### config.mk
export PLATFORM = sky130hd
export DESIGN_NAME = engine_read_write_request_issuer
export DESIGN_NICKNAME = d
export VERILOG_FILES = /design/src/rtl/engine_read_write_request_issuer.sv
export SDC_FILE = /design/constraint.sdc
export NUM_CORES = 2
export LEC_CHECK = 0
export CELL_PAD_IN_SITES_DETAIL_PLACEMENT = 2
export CELL_PAD_IN_SITES_GLOBAL_PLACEMENT = 2
export CORE_MARGIN = 4
export CORE_UTILIZATION = 45
export CTS_CLUSTER_DIAMETER = 50
export CTS_CLUSTER_SIZE = 12
export DETAILED_ROUTE_END_ITERATION = 10
export PLACE_DENSITY = 0.83
export REMOVE_ABC_BUFFERS = 1
export SLEW_MARGIN = 15
export SYNTH_ARGS = -nofsm -noshare
export SYNTH_HDL_FRONTEND = slang
export SYNTH_SLANG_ARGS = --single-unit
export TNS_END_PERCENT = 50
### constraint.sdc
create_clock -name ap_clk -period 8.7 [get_ports ap_clk]
set_clock_uncertainty 0.05 [all_clocks]
set_input_delay 1.74 -clock ap_clk [delete_from_list [all_inputs] [get_ports ap_clk]]
set_output_delay 1.74 -clock ap_clk [all_outputs]
set_load 0.005 [all_outputs]
### src/rtl/engine_read_write_request_issuer.sv
// rtl/engine_read_write_request_issuer.sv - buffers kernel entries and issues single-beat memory requests
// Read credit limits in-flight reads; done once the last entry issues and all read responses return.
module engine_read_write_request_issuer #(
   parameter int ADDR_W          = 64,
   parameter int DATA_W          = 32,
   parameter int ID_W            = 4,
   parameter int FIFO_DEPTH      = 16,
   parameter int MAX_OUTSTANDING = 8
) (
   input  logic                               ap_clk,
   input  logic                               areset,
   input  logic                               start_in,
   input  logic                               in_valid,
   output logic                               in_ready,
   input  logic                               in_last,
   input  logic                               in_write,
   input  logic [ADDR_W-1:0]                  in_offset,
   input  logic [DATA_W-1:0]                  in_data,
   input  logic [ID_W-1:0]                    in_id_buffer,
   output logic                               req_valid,
   input  logic                               req_ready,
   output logic                               req_write,
   output logic [ADDR_W-1:0]                  req_offset,
   output logic [DATA_W-1:0]                  req_data,
   output logic [ID_W-1:0]                    req_id_buffer,
   input  logic                               resp_valid,
   output logic [$clog2(MAX_OUTSTANDING+1)-1:0] outstanding_out,
   output logic                               done_out,
   output logic                               error_out
);

   localparam int PW = $clog2(FIFO_DEPTH);
   localparam int CW = PW + 1;
   localparam int OW = $clog2(MAX_OUTSTANDING + 1);
   localparam int EW = 1 + ADDR_W + DATA_W + ID_W;
   localparam logic [OW-1:0] MAX_OS = OW'(MAX_OUTSTANDING);
   localparam logic [CW-1:0] DEPTH  = CW'(FIFO_DEPTH);

   typedef enum logic [1:0] {IDLE, RUN, DRAIN, DONE} state_t;

   state_t          state_q, state_d;
   logic [PW-1:0]   wr_ptr_q, rd_ptr_q;
   logic [CW-1:0]   count_q, count_d;
   logic [OW-1:0]   os_q, os_d;
   logic            error_q, error_d;
   logic [EW-1:0]   mem_q [FIFO_DEPTH];

   logic [EW-1:0]   head;
   logic            head_write, full, empty, push, pop, rd_xfer, start_go;

   assign head       = mem_q[rd_ptr_q];
   assign head_write = head[EW-1];
   assign full       = (count_q == DEPTH);
   assign empty      = (count_q == '0);
   assign push       = in_valid && in_ready;
   assign pop        = req_valid && req_ready;
   assign rd_xfer    = pop && !head_write;
   assign start_go   = start_in && ((state_q == IDLE) || (state_q == DONE));

   always_ff @(posedge ap_clk or posedge areset) begin
      if (areset) state_q <= IDLE;
      else        state_q <= state_d;
   end

   always_comb begin
      state_d = state_q;
      case (state_q)
         IDLE:    if (start_in) state_d = RUN;
         RUN:     if (push && in_last) state_d = DRAIN;
         DRAIN:   if (empty && (os_q == '0) && !pop) state_d = DONE;
         DONE:    if (start_in) state_d = RUN;
         default: state_d = IDLE;
      endcase
   end

   always_comb begin
      in_ready  = (state_q == RUN) && !full;
      req_valid = !empty && ((state_q == RUN) || (state_q == DRAIN)) &&
                  (head_write || (os_q < MAX_OS));
      done_out  = (state_q == DONE);
   end

   // Fields are gated by valid so reset shows zeros without resetting the storage array.
   assign {req_write, req_offset, req_data, req_id_buffer} = req_valid ? head : '0;
   assign outstanding_out = os_q;
   assign error_out       = error_q;

   always_comb begin
      count_d = count_q;
      if (push && !pop)      count_d = count_q + CW'(1);
      else if (!push && pop) count_d = count_q - CW'(1);
   end

   always_comb begin
      os_d    = os_q;
      error_d = error_q;
      if (rd_xfer && !resp_valid) begin
         os_d = os_q + OW'(1);
      end else if (!rd_xfer && resp_valid) begin
         if (os_q == '0) error_d = 1'b1;
         else            os_d    = os_q - OW'(1);
      end
      if (start_go) error_d = 1'b0;
   end

   always_ff @(posedge ap_clk or posedge areset) begin
      if (areset) begin
         wr_ptr_q <= '0;
         rd_ptr_q <= '0;
         count_q  <= '0;
         os_q     <= '0;
         error_q  <= 1'b0;
      end else begin
         if (push) wr_ptr_q <= wr_ptr_q + PW'(1);
         if (pop)  rd_ptr_q <= rd_ptr_q + PW'(1);
         count_q <= count_d;
         os_q    <= os_d;
         error_q <= error_d;
      end
   end

   always_ff @(posedge ap_clk) begin
      if (push) mem_q[wr_ptr_q] <= {in_write, in_offset, in_data, in_id_buffer};
   end

endmodule

==> results.json <==
{
  "endpoint_kind": "output pin",
  "port-buffer-count": 216,
  "grt_setup_unrepaired": "no",
  "max_slew.worst_pin.slew_ns": 1.10,
  "post-cts-setup-buffer-count": 0,
  "r2r_start": "rd_ptr_q[0]",
  "cts_root_buf": "clkbuf_16",
  "via_per_inst": 6.23,
  "cp_slowest_cell": "dfrtp_4",
  "rows": 137,
  "core_um2": 140000,
  "yosysSeqAreaShare_pct": 77.1,
  "period_minus_slack_ns": 6.88,
  "hold_viol_final": 0,
  "dpl_cell_area_um2": 67800,
  "ys_warn_count": 0,
  "synthAdderAreaFrac_pct": 0.386,
  "grt_max_degree": 145,
  "insertion_delay_ns": 0.82,
  "synthMuxAreaShare_pct": 17.9,
  "cpMostUsedCell": "buf_12",
  "holdPathStages": 1,
  "hold_slack_ns": 0.532,
  "grt_usage_pct": 26.8,
  "drive_gt1_share_pct": 30.5,
  "setup_viol": 0,
  "areaGrowthSynthToFinish_pct": 15.0,
  "slowest_delay_ns": 1.00,
  "reg2reg_slack_ns": 4.32,
  "io_pins": 217,
  "synth_xor_area_share_pct": 0.193,
  "hpwl_mm": 99.5,
  "synth-edff-count": 1616,
  "die_area_um2": 147000,
  "critPathTopFamily": "buffers and inverters",
  "arrival_ns": 5.09,
  "yosys.area_share.simple_pct": 2.46,
  "syn-cell-area_um2": 63600,
  "fin_cells": 4794,
  "hold_buffers": 0,
  "antenna_found_initial": 22,
  "p_sw_share_pct": 29.9,
  "nets": 2939,
  "cts_resized": 0,
  "p_seq_share_pct": 38.5,
  "p_int_mw": 17.1,
  "gr-total-overflow": 0,
  "synth-compound-area-share_pct": 0.276,
  "timing.setup.tns_ns": 0,
  "grt_pass1_wl_mm": 275,
  "status": "finished clean",
  "path_clk_slew_ns": 0.06,
  "drtPass1Iterations": 5,
  "required_ns": 6.91,
  "drt_iter0_drc": 3751,
  "path_buf_inv": 3,
  "cts_buffer_depth": 3,
  "drv_slew": 0,
  "fp.dieW_um": 384,
  "synth_top_area_cell": "edfxtp_1",
  "cts_sinks": 1636,
  "yosysTopAreaCellShare_pct": 76.3,
  "wire_per_inst_um": 40.7,
  "dp_cells": 4514,
  "maxCapViolations": 0,
  "final_area_um2": 73100,
  "switchingPower_mw": 7.29,
  "slew_headroom_pct": 26.5,
  "cts_tree": "done",
  "syn_area_per_cell_um2": 25.3,
  "post-route-drc-count": 0,
  "start_util_pct": 45.5,
  "r2r_end": "count_q[4]",
  "numCtsBuffers": 172,
  "clkPwrFrac_pct": 29.5,
  "crit_chain": "buf_12, nand2_1, o22ai_1, o21bai_1, a311o_2, buf_12, nor2b_1, clkdlybuf4s50_1",
  "synth.distinct_cells": 44,
  "async_flop_share_pct": 1.22,
  "p_comb_share_pct": 31.9,
  "min_path_type": "reg -> reg",
  "fill_cells": 11700,
  "final_antenna_net_count": 0,
  "wirelength_mm": 195,
  "first_global_vias": 32400,
  "worst-path-max-fanout": 84,
  "htreeDepth": 4,
  "min_delay_worst_endpoint": "count_q[0]",
  "finalPower_mw": 24.4,
  "min_from": "count_q[0]",
  "p_leak_nw": 22.6,
  "peakVddDrop_mv": 0.404,
  "gp_congestion": 0.733,
  "die_y_um": 384,
  "max_freq_mhz": 145,
  "synth.top_cells.by_count": "edfxtp_1, mux4_2, nor2b_4",
  "ys.flop_type": "edfxtp_1",
  "critical_path_class": "reg -> out",
  "synth_cells": 2509,
  "reg2regPathDepth": 14,
  "synth_top_family_by_area": "multiplexers",
  "vias": 29900,
  "synth_area_leaders": "edfxtp_1, mux4_2, nor2b_4",
  "start_kind": "flop",
  "final.period_utilization_pct": 79.1,
  "p_per_area_nw_per_um2": 334,
  "synth_seq_cells": 1636,
  "yosysMostFrequentCell": "edfxtp_1"
}
## cells in the final DEF (no fill, tap or decap), types with 3 or more instances in the layout
master and count:
edfxtp_1 1616, mux4_2 501, clkdlybuf4s50_1 216, clkbuf_16 182, nor2b_4 83, clkbuf_1 25, buf_12 24, ha_1 18
buf_4 17, inv_1 16, nand2_1 16, clkinv_1 16, dfrtp_1 16, diode_2 14, nor2b_1 12, nor2_4 12
clkinv_2 10, xnor2_1 9, inv_6 9, a21oi_1 8, bufinv_16 8, nor2b_2 7, clkinvlp_4 7, mux2i_1 6
nor2_1 5, xor2_1 5, nand2b_1 5, clkinv_4 5, o21ai_0 4, a21o_1 4, mux2_2 4, dfrtp_4 4
nand3_1 3
## worst max path at each step
stage,startpoint,endpoint,slack [ns],depth (start not counted)
3_5_place_dp,rd_ptr_q[0],req_data[6],2.55,6
5_1_grt,rd_ptr_q[0],req_data[6],1.56,6
6_report,rd_ptr_q[0],req_offset[59],1.82,8
4_1_cts,rd_ptr_q[0],req_data[6],1.66,6
2_1_floorplan,rd_ptr_q[0],req_valid,-15.26,5
3_3_place_gp,rd_ptr_q[0],req_data[6],2.71,6
## power groups by stage
| stage | clock network [mW] | logic [mW] | registers, mW |
|---|---|---|---|
| 2_1_floorplan | 0 | 5.60 | 10.0 |
| 5_1_grt | 7.68 | 8.19 | 9.44 |
| 6_report | 7.21 | 7.80 | 9.41 |
| 3_3_place_gp | 0 | 7.43 | 9.47 |
| 4_1_cts | 7.34 | 7.94 | 9.41 |
| 3_5_place_dp | 0 | 7.78 | 9.57 |
## worst reg2reg max path: stages, from the launching register on
cell	delay (ns)
dfrtp_4	1.00
buf_12	0.62
nand2_1	0.18
o22ai_1	0.22
o21bai_1	0.20
a31oi_1	0.44
inv_1	0.12
ha_1	0.23
inv_1	0.16
ha_1	0.31
a21o_1	0.20
a21oi_1	0.18
xnor2_1	0.16
nor2_1	0.08
xnor2_1	0.13
## kinds of logic (layout without fill, tap and decap cells)
family / count (synthesis) / in the layout
adders and majority gates: 19 / 19
buffers and inverters: 144 / 539
DFF: 1636 / 1636
other: 0 / 14
and+or+nand+nor: 158 / 158
muxes: 512 / 512
AOI/OAI and AO/OA: 26 / 26
xor gates and xnor gates: 14 / 14
## routing by layer
layer	vias to the layer above	track usage [%]	part of all wire [%]	wire (µm)
met5	-	0	0.044	86
met4	14	6.39	2.2	4290
met3	265	4.45	6.3	12400
met2	1389	46.1	52	102000
met1	16800	36.0	39	76600
li1	11400	-	-	-
## final cells by class
cell class	instances	area, µm²	area share, %
Clock inverter	57	553	0.756
Antenna cell	14	35.0	0.0479
Multi-Input combinational cell	729	13600	18.6
Tap cell	1876	2350	3.21
Timing Repair Buffer	257	2770	3.79
Sequential cell	1636	49000	67.1
Inverter	16	60.1	0.0821
Clock buffer	209	4680	6.40
## state kept, by name, summed over array words and instances, names as in the netlist
signal	count
error_out	1
count_q	5
outstanding_out	4
wr_ptr_q	4
state_q	2
mem_q	1616
rd_ptr_q	4
## per-stage QoR
stage          worst slack, ns  utilization (%)
2_1_floorplan           -15.26                -
3_3_place_gp              2.71             48.5
3_5_place_dp              2.55             48.5
4_1_cts                   1.66             52.2
5_1_grt                   1.56             52.3
6_report                  1.82             52.3
(Power assumes the default switching activity.)
